==> src/rtl/zpc_video_top.sv <==
// ZPC board top: 25 MHz pixel enable from the 50 MHz board clock, 640x480@60 VGA timing,
// a 3-bit animated tile pattern and a frame-driven heartbeat LED.
module zpc_video_top #(
  parameter int H_VISIBLE  = 640,
  parameter int H_FP       = 16,
  parameter int H_SYNC     = 96,
  parameter int H_BP       = 48,
  parameter int V_VISIBLE  = 480,
  parameter int V_FP       = 10,
  parameter int V_SYNC     = 2,
  parameter int V_BP       = 33,
  parameter int LED_FRAMES = 30
) (
  input  logic clk_50mhz,
  input  logic rst_n,
  output logic vga_red,
  output logic vga_green,
  output logic vga_blue,
  output logic vga_hsync,
  output logic vga_vsync,
  output logic led,
  output logic clk
);

  localparam int H_TOTAL = H_VISIBLE + H_FP + H_SYNC + H_BP;
  localparam int V_TOTAL = V_VISIBLE + V_FP + V_SYNC + V_BP;

  localparam logic [9:0] H_LAST       = 10'(H_TOTAL - 1);
  localparam logic [9:0] H_VIS_END    = 10'(H_VISIBLE);
  localparam logic [9:0] H_SYNC_START = 10'(H_VISIBLE + H_FP);
  localparam logic [9:0] H_SYNC_END   = 10'(H_VISIBLE + H_FP + H_SYNC);

  localparam logic [9:0] V_LAST       = 10'(V_TOTAL - 1);
  localparam logic [9:0] V_VIS_END    = 10'(V_VISIBLE);
  localparam logic [9:0] V_SYNC_START = 10'(V_VISIBLE + V_FP);
  localparam logic [9:0] V_SYNC_END   = 10'(V_VISIBLE + V_FP + V_SYNC);

  localparam int              LED_W    = (LED_FRAMES > 1) ? $clog2(LED_FRAMES) : 1;
  localparam logic [LED_W-1:0] LED_LAST = LED_W'(LED_FRAMES - 1);

  function automatic logic in_window(input logic [9:0] pos, input logic [9:0] lo,
                                     input logic [9:0] hi);
    return (pos >= lo) && (pos < hi);
  endfunction

  // Colour wraps naturally in 3 bits, which is the required mod-8 sum.
  function automatic logic [2:0] tile_color(input logic [2:0] tile_x, input logic [2:0] tile_y,
                                            input logic [2:0] phase);
    return tile_x + tile_y + phase;
  endfunction

  logic             clk_r;
  logic [9:0]       h_r;
  logic [9:0]       v_r;
  logic [7:0]       frame_r;
  logic [LED_W-1:0] led_cnt_r;
  logic             led_r;
  logic [2:0]       rgb_r;
  logic             hsync_r;
  logic             vsync_r;

  logic             pix_ce_s;
  logic             h_wrap_s;
  logic             v_wrap_s;
  logic             frame_end_s;
  logic             display_s;
  logic [9:0]       h_next_s;
  logic [9:0]       v_next_s;
  logic [7:0]       frame_next_s;
  logic [2:0]       rgb_next_s;
  logic             hsync_next_s;
  logic             vsync_next_s;

  always_comb begin
    pix_ce_s     = clk_r;
    h_wrap_s     = (h_r == H_LAST);
    v_wrap_s     = (v_r == V_LAST);
    frame_end_s  = h_wrap_s && v_wrap_s;
    display_s    = (h_r < H_VIS_END) && (v_r < V_VIS_END);
    h_next_s     = h_r;
    v_next_s     = v_r;
    frame_next_s = frame_r;
    rgb_next_s   = 3'b000;

    if (h_wrap_s) begin
      h_next_s = 10'd0;
    end else begin
      h_next_s = h_r + 10'd1;
    end

    if (h_wrap_s) begin
      if (v_wrap_s) begin
        v_next_s = 10'd0;
      end else begin
        v_next_s = v_r + 10'd1;
      end
    end else begin
      v_next_s = v_r;
    end

    if (frame_end_s) begin
      frame_next_s = frame_r + 8'd1;
    end else begin
      frame_next_s = frame_r;
    end

    if (display_s) begin
      rgb_next_s = tile_color(h_r[8:6], v_r[8:6], frame_r[5:3]);
    end else begin
      rgb_next_s = 3'b000;
    end

    hsync_next_s = ~in_window(h_r, H_SYNC_START, H_SYNC_END);
    vsync_next_s = ~in_window(v_r, V_SYNC_START, V_SYNC_END);
  end

  always_ff @(posedge clk_50mhz) begin
    if (!rst_n) begin
      clk_r <= 1'b0;
    end else begin
      clk_r <= ~clk_r;
    end
  end

  always_ff @(posedge clk_50mhz) begin
    if (!rst_n) begin
      h_r     <= 10'd0;
      v_r     <= 10'd0;
      frame_r <= 8'd0;
    end else if (pix_ce_s) begin
      h_r     <= h_next_s;
      v_r     <= v_next_s;
      frame_r <= frame_next_s;
    end
  end

  // Heartbeat toggles once every LED_FRAMES completed frames.
  always_ff @(posedge clk_50mhz) begin
    if (!rst_n) begin
      led_cnt_r <= '0;
      led_r     <= 1'b0;
    end else if (pix_ce_s && frame_end_s) begin
      if (led_cnt_r == LED_LAST) begin
        led_cnt_r <= '0;
        led_r     <= ~led_r;
      end else begin
        led_cnt_r <= led_cnt_r + LED_W'(1);
      end
    end
  end

  // Outputs are built from the pre-increment position, so they trail the counters by one pixel.
  always_ff @(posedge clk_50mhz) begin
    if (!rst_n) begin
      rgb_r   <= 3'b000;
      hsync_r <= 1'b1;
      vsync_r <= 1'b1;
    end else if (pix_ce_s) begin
      rgb_r   <= rgb_next_s;
      hsync_r <= hsync_next_s;
      vsync_r <= vsync_next_s;
    end
  end

  assign vga_red   = rgb_r[2];
  assign vga_green = rgb_r[1];
  assign vga_blue  = rgb_r[0];
  assign vga_hsync = hsync_r;
  assign vga_vsync = vsync_r;
  assign led       = led_r;
  assign clk       = clk_r;

endmodule

==> config.mk <==
export PLATFORM = sky130hd
export DESIGN_NAME = zpc_video_top
export DESIGN_NICKNAME = d
export VERILOG_FILES = /design/src/rtl/zpc_video_top.sv
export SDC_FILE = /design/constraint.sdc
export NUM_CORES = 1
export LEC_CHECK = 0
export ABC_CLOCK_PERIOD_IN_PS = 3200
export CAP_MARGIN = 5
export CORE_UTILIZATION = 35
export DETAILED_ROUTE_END_ITERATION = 10
export RECOVER_POWER = 100
export SYNTH_ARGS = -nofsm -noshare
export SYNTH_HDL_FRONTEND = slang
export SYNTH_SLANG_ARGS = --single-unit
export TNS_END_PERCENT = 100
==> constraint.sdc <==
create_clock -name clk_50mhz -period 3.2 [get_ports clk_50mhz]
set_input_delay 0.64 -clock clk_50mhz [delete_from_list [all_inputs] [get_ports clk_50mhz]]
set_output_delay 0.64 -clock clk_50mhz [all_outputs]
set_load 0.005 [all_outputs]
==> flow_metrics.py <==
metrics = {
    "run_status": {
        "status": "finished clean",
    },
    "final_layout": {
        "layout.nets": 240,
        "syn_to_final_growth_pct": 10.75,
        "antenna_cells": 0,
        "drive_above_1_share_pct": 4.367,
        "nFillCells": 574,
    },
    "synth": {
        "synth_nets": 233,
        "synth.area.mux_share_pct": 1.012,
        "yosysSeqAreaShare_pct": 38.46,
        "yosys.area_share.adder_pct": 7.084,
        "synth.avg_cell_area_um2": 8.951,
        "synth_xor_xnor_area_share_pct": 7.970,
        "synth-compound-area-share_pct": 14.36,
        "synthCells": 221,
        "synth_simple_gate_area_share_pct": 25.81,
        "netlist_area_um2": 1978,
        "synthDistinctLibCells": 40,
        "yosys_warnings": 0,
        "synth_seq_cells": 38,
        "synth_top_family_by_area": "simple AND/OR/NAND/NOR gates",
    },
    "place": {
        "dp_hpwl_mm": 2.723,
        "port-buffer-count": 8,
        "finalWeightedCongestion": 0.8646,
        "dp_slack_ps": 895.4,
    },
    "grt": {
        "grt_max_degree": 30,
        "grt-ovfl-total": 0,
        "grt_pass1_wl_mm": 6.941,
        "grt_pass1_vias": 1522,
        "use_met1_pct": 18.67,
        "use_met2_pct": 23.01,
        "antenna_found_initial": 0,
        "use_met3_pct": 3.095,
        "grt_most_used_layer": "met2",
        "grtUsageTotal_pct": 14.54,
    },
    "worst_hold_path": {
        "min_path_type": "reg2reg",
        "min_path_cells": 2,
    },
    "sta": {
        "skew_ps": 5.696,
        "period_needed_ps": 2602,
        "timing.fmax_mhz": 384.3,
        "worstMarginPinSlew_ps": 900.4,
        "hold_viol": 0,
        "tns_ps": 0,
        "setup_slack_ps": 597.8,
        "rsz0062_at_grt": "false",
        "setup_violations": 0,
        "slew_viol_final": 0,
        "period_share_pct": 81.32,
        "max_slew_margin_pct": 39.34,
    },
    "worst_setup_path": {
        "timing.critical_path.slowest_cell_delay_ps": 700,
        "reg2regPathDepth": 5,
        "worst-path-max-fanout": 21,
        "slowest_stage": "o21ai_1",
        "crit_chain": "clkbuf_1 > nand4_1 > nand3b_1 > o21ai_1 > nor2_1",
        "cp.arrival_ps": 2760,
        "worstReg2RegStart": "clk$_SDFF_PN0_",
        "reg2reg_slack_ps": 600,
        "endpoint": "v_r[0]$_SDFFE_PN0P_",
        "crit_path_start": "clk$_SDFF_PN0_",
        "path_class": "reg2reg",
        "end_kind": "flip-flop",
        "critPathRequiredTime_ps": 3360,
        "reg2reg_to": "v_r[0]$_SDFFE_PN0P_",
        "cp-start-kind": "flip-flop",
    },
    "clock_tree": {
        "ctsHoldBuffers": 0,
        "clk_latency_ps": 290,
        "numCtsBuffers": 5,
        "cts_setup_buffers": 0,
        "cts_max_level": 2,
        "cts_root_buf": "clkbuf_8",
        "clkTransAtPathRegs_ps": 70,
        "cts_tree": "done",
        "clock_sinks": 38,
        "cts-resized-gates": 0,
        "clockBufferDepth": 2,
    },
    "power": {
        "p_leak_nw": 0.7118,
        "vdd_drop_max_v": 0.0001352,
        "power_density_nw_per_um2": 384.2,
    },
    "detailed_routing": {
        "num_vias": 1599,
        "wl_mm": 3.988,
        "avgRoutedWirePerCell_um": 13.25,
        "postRouteAntennaNets": 0,
        "drt_first_pass_iters": 4,
        "drc": 0,
        "via_per_inst": 5.312,
        "drtIter0Drc": 116,
    },
    "run": {
        "drv_cap": 0,
    },
    "floorplan": {
        "start_util_pct": 36.15,
        "core_um2": 5473,
        "die-area_um2": 5957,
        "ios": 9,
        "row_count": 27,
        "chipWidth_um": 77.18,
        "die_h_um": 77.18,
    },
}
[worst max-delay path: cells and delay by family (launching register included)]
family          cells  cell delay (ps)
buf+inv             1              530
compound gates      1              700
flops               1              310
simple gates        3              930
[synthesized netlist by cell type (all sizes together)]
cell type / n / share of area (%)
o211ai: 4 / 1.5
nand4bb: 1 / 1.4
a21oi: 11 / 2.8
o41ai: 1 / 0.44
nand2: 11 / 2.1
nand3: 5 / 1.3
o31ai: 9 / 3.4
and3: 2 / 0.63
mux2i: 2 / 1.0
nor4: 7 / 2.2
and2: 1 / 0.32
o31a: 1 / 0.44
o21ai: 10 / 2.7
fa: 2 / 2.0
nand3b: 2 / 0.76
nor4b: 1 / 0.44
or2: 2 / 0.63
ha: 8 / 5.1
nor3: 5 / 1.3
nand4b: 3 / 2.1
xor2: 2 / 0.89
o311ai: 2 / 0.89
clkbuf: 8 / 1.5
nand4: 8 / 2.5
o21a: 1 / 0.38
or4b: 1 / 0.51
nor2: 23 / 4.4
o2111ai: 1 / 0.44
or3: 4 / 1.3
buf: 2 / 1.1
and4: 2 / 0.89
or4: 7 / 2.7
inv: 14 / 2.7
xnor2: 16 / 7.1
nor4bb: 1 / 0.51
dfxtp: 38 / 38
a22o: 3 / 1.3
[worst min-delay path by stage]
| stage | start | to | slack (ps) |
|---|---|---|---|
| floorplan | vga_hsync$_SDFFE_PN1P_ | vga_hsync$_SDFFE_PN1P_ | 440 |
| global placement | vga_hsync$_SDFFE_PN1P_ | vga_hsync$_SDFFE_PN1P_ | 430 |
| detailed placement | vga_hsync$_SDFFE_PN1P_ | vga_hsync$_SDFFE_PN1P_ | 440 |
| CTS | vga_hsync$_SDFFE_PN1P_ | vga_hsync$_SDFFE_PN1P_ | 450 |
| global route | vga_hsync$_SDFFE_PN1P_ | vga_hsync$_SDFFE_PN1P_ | 470 |
| finish | vga_hsync$_SDFFE_PN1P_ | vga_hsync$_SDFFE_PN1P_ | 440 |
[layer usage]
layer  vias up  share of wire (%)  wire [um]
met5         -                  0          0
met3         8                3.0        121
li1        820                  -          -
met4         0                2.1         82
met1       734                 50       1979
met2        37                 45       1804
[final cells by class]
class                           instances  area, um2  area share [%]
Timing Repair Buffer                   10      87.58           3.998
Sequential cell                        38      760.7           34.72
Clock inverter                          1      5.005          0.2284
Inverter                               14      52.55           2.399
Clock buffer                            7      86.33           3.941
Multi-Input combinational cell        159       1109           50.60
Tap cell                               72      90.09           4.112
[per-stage QoR]
| stage | cell area (um2) | hold slack [ps] | total power, W | util [%] | cells |
|---|---|---|---|---|---|
| floorplan | 1978 | 442.1 | 0.0005078 | - | 221 |
| global placement | 2111 | 434.7 | 0.0005182 | 38.57 | 293 |
| detailed placement | 2111 | 437.9 | 0.0005183 | 38.57 | 293 |
| CTS | 2202 | 448.2 | 0.0008522 | 40.24 | 301 |
| global route | 2191 | 473.2 | 0.0008784 | 40.03 | 301 |
| finish | 2191 | 442.6 | 0.0008417 | 40.03 | 301 |
[layout by cell type (no fill, tap or decap), types with 2 or more instances in the layout]
master         Yosys  final
nor3_1             5      5
nor2_1            23     23
nand3_1            5      5
dfxtp_1           38     38
o211ai_1           4      4
clkbuf_8           0      6
ha_1               8      8
or4_1              7      7
nand2_1           11     11
mux2i_1            2      2
a22o_1             3      3
nand4b_1           2      2
and4_1             2      2
xnor2_1           16     16
o31ai_1            9      9
fa_1               2      2
nor4_1             7      7
or3_1              4      4
nand4_1            8      8
inv_1             14     14
xor2_1             2      2
clkbuf_1           8      3
nand3b_1           2      2
and3_1             2      2
dlygate4sd3_1      0      7
o21ai_0            8      9
o311ai_0           2      2
a21oi_1           11     11
[registers in the layout, summed over array words and instances (netlist names)]
| register | count |
|---|---|
| clk | 1 |
| frame_r | 6 |
| h_r | 10 |
| led | 1 |
| led_cnt_r | 5 |
| rgb_r | 3 |
| v_r | 10 |
| vga_hsync | 1 |
| vga_vsync | 1 |
[where the power goes]
part | switching, W | total (W) | internal, W
clock network | 0.000162 | 0.000336 | 0.000174
logic | 0.0000192 | 0.0000273 | 0.00000812
registers | 0.00000251 | 0.000478 | 0.000476
[cells by family (layout without fill, tap and decap cells)]
group,after synthesis,after routing
DFF,38,38
AOI/OAI and AO/OA,43,43
adders and majority gates,10,10
xor gates and xnor gates,18,18
and+or+nand+nor,86,86
buffers and inverters,24,32
muxes,2,2
(Power assumes the default switching activity.)
